==> src/rtl/data_frame_latch.sv <==
// data_frame_latch: start-armed capture of STAGE-word frames into a held,
// double-buffered valid/ready output bank. Define FRAME_TIMEOUT_EN for idle abort.
module data_frame_latch #(
  parameter int STAGE   = 8,
  parameter int DWIDTH  = 8,
  parameter int TIMEOUT = 16
) (
  input  logic              clk,
  input  logic              rst,
  input  logic              start,
  input  logic              in_valid,
  input  logic [DWIDTH-1:0] data,
  output logic [DWIDTH-1:0] data_q [0:STAGE-1],
  output logic              out_valid,
  input  logic              out_ready,
  output logic              frame_done,
  output logic              busy,
  output logic              err_overrun,
  output logic              err_timeout
);

  localparam int IW = $clog2(STAGE);
  localparam logic [IW-1:0] LAST = IW'(STAGE - 1);

  if (STAGE < 2 || TIMEOUT < 1) begin : g_param_chk
    $error("data_frame_latch: needs STAGE >= 2 and TIMEOUT >= 1");
  end

  typedef enum logic [1:0] {
    IDLE,
    CAPTURE,
    FULL
  } state_t;

  state_t state;
  state_t state_n;

  logic [IW-1:0]     idx;
  logic [DWIDTH-1:0] cap [0:STAGE-1];

  logic arm;
  logic take;
  logic slot_free;
  logic commit_cap;
  logic commit_full;
  logic abort;
  logic tmo_hit;

`ifdef FRAME_TIMEOUT_EN
  localparam int TW = $clog2(TIMEOUT + 1);

  logic [TW-1:0] tcnt;

  // Counts consecutive starved cycles; any word or leaving CAPTURE clears it.
  always_ff @(posedge clk or posedge rst) begin
    if (rst) begin
      tcnt <= '0;
    end else if (state != CAPTURE || in_valid) begin
      tcnt <= '0;
    end else begin
      tcnt <= tcnt + 1'b1;
    end
  end

  assign tmo_hit = (tcnt == TW'(TIMEOUT - 1));
`else
  assign tmo_hit = 1'b0;
`endif

  always_ff @(posedge clk or posedge rst) begin
    if (rst) begin
      state <= IDLE;
    end else begin
      state <= state_n;
    end
  end

  always_comb begin
    state_n     = state;
    arm         = 1'b0;
    take        = 1'b0;
    commit_cap  = 1'b0;
    commit_full = 1'b0;
    abort       = 1'b0;
    slot_free   = !out_valid || out_ready;
    unique case (state)
      IDLE: begin
        if (start) begin
          arm     = 1'b1;
          state_n = CAPTURE;
        end
      end
      CAPTURE: begin
        if (in_valid) begin
          take = 1'b1;
          if (idx == LAST) begin
            // Bypass cap for the last word when the bank is free.
            if (slot_free) begin
              commit_cap = 1'b1;
              state_n    = IDLE;
            end else begin
              state_n = FULL;
            end
          end
        end else if (tmo_hit) begin
          abort   = 1'b1;
          state_n = IDLE;
        end
      end
      FULL: begin
        if (out_ready) begin
          commit_full = 1'b1;
          state_n     = IDLE;
        end
      end
      default: begin
        state_n = IDLE;
      end
    endcase
  end

  always_ff @(posedge clk or posedge rst) begin
    if (rst) begin
      idx         <= '0;
      out_valid   <= 1'b0;
      frame_done  <= 1'b0;
      busy        <= 1'b0;
      err_overrun <= 1'b0;
      err_timeout <= 1'b0;
    end else begin
      busy        <= (state_n != IDLE);
      frame_done  <= commit_cap | commit_full;
      err_overrun <= start && (state != IDLE);
      err_timeout <= abort;
      if (arm) begin
        idx <= '0;
      end else if (take && idx != LAST) begin
        idx <= idx + 1'b1;
      end
      if (commit_cap || commit_full) begin
        out_valid <= 1'b1;
      end else if (out_ready) begin
        out_valid <= 1'b0;
      end
    end
  end

  always_ff @(posedge clk or posedge rst) begin
    if (rst) begin
      for (int i = 0; i < STAGE; i++) begin
        cap[i]    <= '0;
        data_q[i] <= '0;
      end
    end else begin
      if (take) begin
        cap[idx] <= data;
      end
      if (commit_full) begin
        for (int i = 0; i < STAGE; i++) begin
          data_q[i] <= cap[i];
        end
      end else if (commit_cap) begin
        for (int i = 0; i < STAGE - 1; i++) begin
          data_q[i] <= cap[i];
        end
        data_q[STAGE-1] <= data;
      end
    end
  end

endmodule

==> config.mk <==
export PLATFORM = sky130hd
export DESIGN_NAME = data_frame_latch
export DESIGN_NICKNAME = d
export VERILOG_FILES = /design/src/rtl/data_frame_latch.sv
export SDC_FILE = /design/constraint.sdc
export NUM_CORES = 1
export LEC_CHECK = 0
export BUFFER_PORTS_ARGS = -buffer_cell sky130_fd_sc_hd__buf_2
export CORE_ASPECT_RATIO = 0.75
export CORE_MARGIN = 1
export CORE_UTILIZATION = 50
export DETAILED_ROUTE_END_ITERATION = 10
export GPL_TIMING_DRIVEN = 0
export PLACE_DENSITY = 0.75
export REMOVE_ABC_BUFFERS = 1
export SLEW_MARGIN = 20
export SYNTH_ARGS = -nofsm -noshare
export SYNTH_HDL_FRONTEND = slang
export SYNTH_SLANG_ARGS = --single-unit
==> constraint.sdc <==
create_clock -name clk -period 12.6 [get_ports clk]
set_input_delay 2.52 -clock clk [delete_from_list [all_inputs] [get_ports clk]]
set_output_delay 2.52 -clock clk [all_outputs]
set_load 0.005 [all_outputs]
## Word-level counts from Yosys, hierarchy flattened

Index checks and enable logic that the tools add are counted.

- Register bits: 137
- Output and inout bits: 69
- Logic and storage cells: 68

- $add $sub $neg: 1
- Magnitude comparators: 2
- Equal/unequal tests: 4
- Multiplexer cells: 25
- Bitwise gates (word level): 2
- Reductions and logical operators: 12

Operators with widths:

| kind | count |
|---|---|
| two-way mux 64 bit | 2 |
| bitwise mux 64 bit | 1 |
| demux 8 bit (select 3 bit) | 1 |
| two-way mux 1 bit | 12 |
| two-way mux 2 bit | 5 |
| nonzero test 2 bit | 5 |
| two-way mux 8 bit | 1 |
| two-way mux 3 bit | 2 |
| case mux 2 bit (3 select lines) | 1 |
| >= comparator 4 bit, second input constant | 1 |
| < comparator 4 x 1 -> 1 bit, second input constant | 1 |
| NOT 3 -> 4 bit | 1 |
| adder 3 x 1 -> 3 bit, second input constant | 1 |
| equality test 3 bit, second input constant | 1 |
| logical AND 1 bit | 3 |
| != test 3 bit, second input constant | 1 |
| equality test 2 x 1 -> 1 bit, second input constant | 1 |
| equality test 2 bit, second input constant | 1 |
| logical NOT 2 bit | 1 |
| logical OR 1 bit | 2 |
| logical NOT 1 bit | 1 |
| bitwise OR 1 bit | 1 |

## Logic depth before layout (Yosys ltp)

- Depth in word-level cells: 8
- Gate-level depth with buffers: 7
- Depth with buffers taken out: 5

## Worst setup path after synthesis

OpenSTA, ideal clock, no wires.

- Path kind: input port to flip-flop
- Start: input port in_valid
- End: register data_q[10] (netlist name)
- Arrival time: 3.444 ns
- Data required time: 12.475 ns
- Path slack: 9.031 ns
- Stages on the path: 5
- Path buffers: 2
- Cell sequence: nand4b_1 -> o21ai_2 -> buf_6 -> buf_12 -> mux2_4

- Cells in the longest elaborated chain, start to end: 3

RTL lines:

| element | RTL line | RTL |
|---|---|---|
| start: declaration | 11 | `input logic in_valid,` |
| two-way mux 1 bit | 94 | `if (in_valid) begin` |
| two-way mux 1 bit | 86 | `unique case (state)` |
| nonzero test 2 bit (no line) | - |  |
| end signal: indexed assignment | 160 | `data_q[i] <= cap[i];` |
| end signal: indexed assignment | 164 | `data_q[i] <= cap[i];` |
| end signal: indexed assignment | 166 | `data_q[STAGE-1] <= data;` |
| end: declaration | 13 | `output logic [DWIDTH-1:0] data_q [0:STAGE-1],` |

Every way passes these cells.
A chain may end at the register's enable or synchronous reset.

## Final worst setup path

- Start: input port in_valid
- End: register data_q[45] (netlist name)

The elaborated chain is that of the path after synthesis.

==> impl_metrics.toml <==
[run_status]
status = "completed"

[cells_and_area]
drive_gt1_frac = 0.602
layout_common_cells = "dfrtp_1 (137), mux2_2 (86), buf_2 (80), mux2_4 (49), clkbuf_16 (17)"
finalNetCount = 431
fillers = 814
seq_area_um2 = 3430
syn2layout_area_growth_pct = 19.6
multiInputGateArea_um2 = 2030
mostFrequentLayoutCell = "dfrtp_1"
final_cells = 567
antenna_cells = 0

[global_route]
grt_max_degree = 75
grt_usage = 0.199
grt_pass1_vias = 3194
grt_pass1_wl_um = 17300
antenna_found_initial = 1
gr-total-overflow = 0

[cts]
insertion_delay_ps = 410
hold_buffers = 0
root_buffer = "clkbuf_16"
cts_tree = "yes"
post_cts_buffers = 0
cts_buffers = 17
path_clk_slew_ps = 60
cts_max_path_buffers = 2
cts_resized = 0
cts.sinks = 137
htreeDepth = 4

[power_and_ir_drop]
p_per_area_nw_per_um2 = 261
p_leak_nw = 3.20
ir_drop_mv = 0.121

[critical_path]
worst-setup-path-type = "in -> reg"
cp_max_fo = 14
cp_data_arrival_time_ps = 4350
reg2reg_setup_slack_ps = 9840
end_kind = "register"
cp_data_required_time_ps = 12890
crit_path_start_kind = "primary input"

[floorplan]
rows = 33
io_pins = 82
die_x_um = 125
start_util = 0.516
core_area_um2 = 10900
die_h_um = 94
dieArea_um2 = 11700

[logic_synthesis]
ys_seq_elements = 137
synth_cell_types = 34
yosysWarnings = 0
async_flop_share = 1.00
postSynthAreaPerCell_um2 = 17.3
synth_top_area_frac = 0.608
syn_area_um2 = 5640
ys_seq_area_frac = 0.608
synth_flop_cell = "dfrtp_1"
synth_edf_count = 0
yosys-top-cells-area = "dfrtp_1 (61%), mux2_2 (17%), mux2_4 (13%)"
netlist_instances = 326
yosys.area.top_type = "dfrtp_1"

[detailed_routing]
drtIter0Drc = 85
via_per_inst = 5.22
postRouteWirelength_um = 10600
firstDrtPassIters = 4
wire_per_inst_um = 18.8
vias = 2959
drc = 0
ant_nets = 0

[sta]
fin_crit_ps = 4050
tightest_slew_ps = 751
skew_ps = 7.51
max_freq_ghz = 0.247
setup-tns-final_ps = 0
rsz0062_at_grt = "no"
drv_slew = 0
finalSetupViolCount = 0
fin_crit_sh = 0.322
relSlewSlack = 0.497
hold_viol = 0

[place]
port_buffers = 80
dp.cells = 536
gp_congestion = 0.768
dp_hpwl_um = 6920

[min_path]
hp-class = "reg -> reg"

[run]
maxCapViolCount = 0
## synth_stat cells (2+ instances only)
| cell type | n |
|---|---|
| nand2_1 | 2 |
| mux2_4 | 49 |
| dfrtp_1 | 137 |
| inv_1 | 3 |
| nand3b_2 | 2 |
| mux2i_1 | 2 |
| nor3b_4 | 2 |
| ha_1 | 3 |
| buf_6 | 4 |
| nor2_1 | 6 |
| buf_4 | 2 |
| clkbuf_1 | 2 |
| buf_12 | 5 |
| mux2_2 | 86 |
| buf_2 | 2 |
## layout make-up
cell class,count,share of cell area
Tap cell,140,0.0260
Clock buffer,22,0.0673
Sequential cell,137,0.508
Clock inverter,9,0.0148
Inverter,3,0.00278
Timing Repair Buffer,85,0.0797
Multi-Input combinational cell,171,0.301
## flip-flops by register name, indices dropped and copies added, names as in the netlist
register and flops:
err_overrun 1, frame_done 1, busy 1, data_q 64, idx 3, state 2, out_valid 1, cap 64
## worst max-delay path, cell delays in order
cell	delay, ps
buf_2	150
nand4b_1	250
o21ai_4	680
buf_16	250
buf_16	170
mux2_4	300
## kinds of logic after synthesis
kind of cell | after synthesis | synth area share
AO/OA/AOI/OAI | 6 | 0.00865
XOR/XNOR | 1 | 0.00155
flip-flops | 137 | 0.608
other | 1 | 0.000665
multiplexers | 138 | 0.308
adder cells (fa/ha/maj) | 3 | 0.00665
AND/OR/NAND/NOR | 22 | 0.0339
buffers and inverters | 18 | 0.0335
## path summary, 6_finish.rpt
check / start / endpoint / cells after the start
setup / recovery: in_valid / data_q[45] / 6
hold / removal: data_q[56] / data_q[56] / 1
setup reg to reg: idx[0] / data_q[45] / 7
hold reg to reg: data_q[56] / data_q[56] / 1
max in group asynchronous: rst / cap[11] / 3
min in group asynchronous: rst / data_q[45] / 2
## where the power goes
part | internal [mW] | switching (mW)
sequential | 0.653 | 0.126
combinational | 0.337 | 0.174
clock | 0.293 | 0.176
total | 1.28 | 0.475
## per-layer routing
metal  up-vias  part of all wire  global-route usage
met5         -           0.00094                   0
met4         2             0.018              0.0793
met3        20             0.052              0.0644
met2        82              0.47               0.319
met1      1515              0.46               0.253
li1       1340                 -                   -
## stage by stage
stage          setup WS, ps  hold slack [ps]  instance area (um^2)  utilization  power (mW)
2_1_floorplan          6410              458                  5470            -        1.11
3_3_place_gp           5010              469                  6040        0.552        1.27
6_report               8550              500                  6750        0.617        1.76
4_1_cts                8560              501                  6750        0.617        1.78
5_1_grt                8500              511                  6750        0.617        1.86
3_5_place_dp           8150              488                  6190        0.566        1.30
No activity file was read; power rests on OpenSTA's default activity.
